**config.mk**
```make
export PLATFORM = sky130hd
export DESIGN_NAME = exe_mem_stage_reg
export DESIGN_NICKNAME = d
export VERILOG_FILES = /design/src/rtl/exe_mem_stage_reg.sv
export SDC_FILE = /design/constraint.sdc
export NUM_CORES = 1
export LEC_CHECK = 0
export CORE_ASPECT_RATIO = 1.5
export CORE_MARGIN = 4
export CORE_UTILIZATION = 40
export CTS_CLUSTER_DIAMETER = 150
export DETAILED_ROUTE_END_ITERATION = 7
export PLACE_DENSITY_LB_ADDON = 0.3
export SLEW_MARGIN = 10
export SYNTH_ARGS = -nofsm -noshare
export SYNTH_HDL_FRONTEND = slang
export SYNTH_SLANG_ARGS = --single-unit
```
**constraint.sdc**
```tcl
create_clock -name clk -period 3.91 [get_ports clk]
set_clock_uncertainty 0.2 [all_clocks]
set_input_delay 0.782 -clock clk [delete_from_list [all_inputs] [get_ports clk]]
set_output_delay 0.782 -clock clk [all_outputs]
set_load 0.02 [all_outputs]
```
**src/rtl/exe_mem_stage_reg.sv**
```systemverilog
// rtl/exe_mem_stage_reg.sv - EXE/MEM pipeline register with architectural NZCV status register
module exe_mem_stage_reg #(
    parameter int DATA_W     = 32,
    parameter int REG_ADDR_W = 4
) (
    input  logic                  clk,
    input  logic                  rst,
    input  logic                  freeze,
    input  logic                  flush,
    input  logic                  wb_en_in,
    input  logic                  mem_r_en_in,
    input  logic                  mem_w_en_in,
    input  logic                  s_in,
    input  logic [DATA_W-1:0]     alu_res_in,
    input  logic [3:0]            status_in,
    input  logic [DATA_W-1:0]     val_rm_in,
    input  logic [REG_ADDR_W-1:0] dest_in,
    input  logic [DATA_W-1:0]     pc_in,
    output logic                  wb_en,
    output logic                  mem_r_en,
    output logic                  mem_w_en,
    output logic [DATA_W-1:0]     alu_res,
    output logic [DATA_W-1:0]     val_rm,
    output logic [REG_ADDR_W-1:0] dest,
    output logic [DATA_W-1:0]     pc,
    output logic [3:0]            status_reg,
    output logic                  carry_out
);

    // Priority: rst > freeze > flush > normal load. A flush seen only under freeze is dropped.
    always_ff @(posedge clk) begin
        if (rst) begin
            wb_en      <= 1'b0;
            mem_r_en   <= 1'b0;
            mem_w_en   <= 1'b0;
            alu_res    <= '0;
            val_rm     <= '0;
            dest       <= '0;
            pc         <= '0;
            status_reg <= 4'b0000;
        end else if (!freeze) begin
            if (flush) begin
                // Bubble: null instruction, flags untouched since its S bit never reaches here
                wb_en    <= 1'b0;
                mem_r_en <= 1'b0;
                mem_w_en <= 1'b0;
                alu_res  <= '0;
                val_rm   <= '0;
                dest     <= '0;
                pc       <= '0;
            end else begin
                wb_en    <= wb_en_in;
                mem_r_en <= mem_r_en_in;
                mem_w_en <= mem_w_en_in;
                alu_res  <= alu_res_in;
                val_rm   <= val_rm_in;
                dest     <= dest_in;
                pc       <= pc_in;
                if (s_in) begin
                    status_reg <= status_in;
                end
            end
        end
    end

    // Combinational so an ADC/SBC right behind an S-setting op sees the fresh carry
    assign carry_out = status_reg[1];

endmodule

```
### Word level (Yosys, flattened, before mapping)

Index checks and enable logic that the tools add are counted.

* muxes and demuxes: 7
* bitwise logic cells: 2
* reductions and logical operators: 1

Operators by type and width (number)
* $mux W32: 3
* $mux W4: 1
* $mux W1: 3
* $reduce_and A3 Y1: 1
* $not A1 Y1: 2

* bits in registers: 107
* logic and storage cells: 18

### Longest topological paths before layout

* word-level depth: 2
* mapped depth: 6

### Worst setup path after synthesis

Ideal clock, no wire load.

* path type: input to register
* start point: in freeze
* end point: reg status_reg[0]
* library setup time: 0.072 ns
* data arrival time: 1.617 ns
* data required time: 3.638 ns
* path slack: 2.021 ns
* stages: 5
* buffers on the path: 3
* cell sequence: buf_6 > buf_6 > buf_6 > nor3b_4 > mux2i_1

* word-level cells in the longest chain between the ends: 2

Ends and longest elaborated chain
* from (decl): line 8 `input logic freeze,`
* $not A1 Y1 (no source line)
* $reduce_and A3 Y1 (no source line)
* to (signal assigned): line 60 `status_reg <= status_in;`
* to (decl): line 26 `output logic [3:0] status_reg,`

No other way between the ends.
A chain may end at the register's enable or synchronous reset.

### Worst setup path in the final report

* start point: reg status_reg[1]
* end point: out carry_out

RTL lines
* to (decl): line 27 `output logic carry_out`

No word-level cell between the ends.

==> summary.md <==
| Metric | Value |
|---|---|
| Min Tclk post-route | 2.328 ns |
| P_leak | approximately 0.0023 µW |
| Synth Instances | ~480 |
| Top flop regs | alu_res (32), pc (32), val_rm (32) |
| Top-area cell type share of the netlist area | 50.04% |
| Die height | 134.7 µm |
| GRT Total Usage | 18.84% |
| DRT iter0 DRCs | 143 |
| Mapped cell area | 4280 µm² |
| Sink Count | 107 |
| Status | finished clean |
| FILL cells | approximately 910 |
| Peak VDD IR | 0.0002189 V |
| Bufs and invs on worst path | 1 |
| Critical path required time | just under 3 ns |
| CP cell instances | clkdlybuf4s50_1 |
| Core Box Area | 10530 µm² |
| Standard-cell rows | 46 |
| Post-Layout Cell Count | between 800 and 900 |
| Final nets | roughly 770 |
| Commonest non-fill, non-tap cells in the layout | clkdlybuf4s50_1, dfxtp_1, nand2_1, a21oi_1, or3b_1 |
| Delay-heaviest family, CP | buffers and inverters |
| PD cells | 352.2 nW/µm² |
| Via count of the first global-routing pass | 3863 |
| Longest Clk Path Bufs | 2 |
| CTS tree | built |
| Yosys Warn Count | 0 |
| Critical Path Fanout Max | 3 |
| Final Hold Viols | 0 |
| Max_cap viols | 0 |
| Total power | 2365 µW |
| Register bit total from synthesis | ~110 |
| GP Congestion | 0.7607 |
| Layout cells sized above 1 | 4.204% |
| Clk pin slew, worst setup/hold paths | 0.07 ns |
| WL/cell | ~15 µm |
| Initial antenna violation count | 0 |
| CP max stage delay | 0.64 ns |
| Slowest-stage cell, CP | clkdlybuf4s50_1 |
| Area Growth Syn to Fin | 56.88% |
| Post-CTS Setup Repair Bufs | 0 |
| Max Slew Vio Count | 0 |
| Largest net degree at the start of global routing | 125 |
| Setup Crit Path Kind | reg2out |
| CTS Hold Buffers Added | 0 |
| Die area | 12450 µm² |
| Number of CTS-inserted buffers | 9 |
| Most common cell after layout, fill and taps aside | clkdlybuf4s50_1 |
| Post-cts resize count | 0 |
| Leading area contributor after synthesis | dfxtp_1 |
| RSZ-0062 raised after global routing | no |
| Worst slew pin tran | between 1 and 1.5 ns |
| Top-level port count | 220 |
| Grt ovf | 0 |
| Setup TNS | 0 ns |
| Sequential-to-total area share from yosys stat | 50.04% |
| Synth area leaders | dfxtp_1, or3b_1, a21oi_1, nand2_1, clkbuf_1 |
| Worst skew pair latency | 0.34 ns |
| Port bufs | 219 |
| Normalized max-slew margin | 25.81% |
| Vias/cell | 4.853 |
| Vias | between 3k and 4k |
| Initial Utilization | 40.64% |
| Antenna Nets Post-Route | 0 |
| Hold crit path type | reg2reg |
| Die Width | 92.46 µm |
| Final setup fails | 0 |
| N_diodes | 0 |
| Placed insts | around 800 |
| Clock Tree Root | clkbuf_16 |
| Arr. time, crit path | 1.35 ns |
| Synthesized area per cell | between 8 and 9 µm² |
| H-tree depth | 3 |
| Fin crit share | 59.54% |
| Fmax | roughly 430 MHz |
| Drt first pass iters | 4 |
| Wire length of the first global-routing pass | 18910 µm |
| Post-DP HPWL | 8308 µm |
| Final WL | 11950 µm |
| Worst setup EP type | primary output |
| DRC viols | 0 |
| Syn_nets | slightly below 600 |
| Netlist cell types | 12 |
| Worst setup SP type | register |
per-stage QoR:
| stage | hold slack [ns] | instance area, µm² | setup slack, ns | util (%) |
|---|---|---|---|---|
| 6_report | 0.2593 | 6715 | 1.582 | 63.76 |
| 5_1_grt | 0.2785 | 6715 | 1.487 | 63.76 |
| 3_5_place_dp | 0.2530 | 6445 | 1.284 | 61.19 |
| 3_3_place_gp | 0.2474 | 6445 | 1.316 | 61.19 |
| 4_1_cts | 0.2635 | 6715 | 1.563 | 63.76 |
| 2_1_floorplan | 0.3285 | 4280 | 2.021 | - |
cell families after synthesis:
| family | count (synthesis) | synth area share [%] |
|---|---|---|
| buf+inv | 47 | 5.262 |
| mux | 4 | 0.9354 |
| simple gates | 215 | 31.72 |
| compound gates | 103 | 12.04 |
| flops | 107 | 50.04 |
layer usage:
layer  GRT usage, %  wire [µm]  up-vias
li1               -          -     2001
met1          20.95       4657     1743
met2          32.18       5859      163
met3          6.745       1113       24
met4          8.264        318        0
met5              0          0        -
final cells by class:
class / count / area (µm²) / share of cell area, %
Clock buffer: 10 / 229.0 / 3.410
Clock inverter: 6 / 41.29 / 0.6149
Multi-Input combinational cell: 322 / 1913 / 28.49
Sequential cell: 107 / 2142 / 31.90
Tap cell: 144 / 180.2 / 2.683
Timing Repair Buffer: 221 / 2210 / 32.90
cell usage after synthesis, drive strengths merged:
library cell	n
a21oi	103
buf	17
clkbuf	30
dfxtp	107
mux2i	4
nand2	103
nand2b	8
nor3b	1
or3b	103
worst paths after layout:
path | from | endpoint | slack [ns] | cells past startpoint
worst max register to register | alu_res[18]$_SDFFE_PP0N_ | alu_res[18]$_SDFFE_PP0N_ | 3.07 | 2
worst min register to register | alu_res[6]$_SDFFE_PP0N_ | alu_res[6]$_SDFFE_PP0N_ | 0.26 | 2
worst min-delay path | alu_res[6]$_SDFFE_PP0N_ | alu_res[6]$_SDFFE_PP0N_ | 0.26 | 2
worst max-delay path | status_reg[1]$_SDFFE_PP0P_ | carry_out | 1.58 | 1
report_power, final:
group | internal, µW | leakage (µW) | switching (µW)
clock network | 432 | 0.000125 | 399
logic | 215 | 0.00133 | 167
registers | 1130 | 0.000873 | 21.0
total | 1780 | 0.00232 | 587
Note: power is estimated with default switching activity, not from simulation.
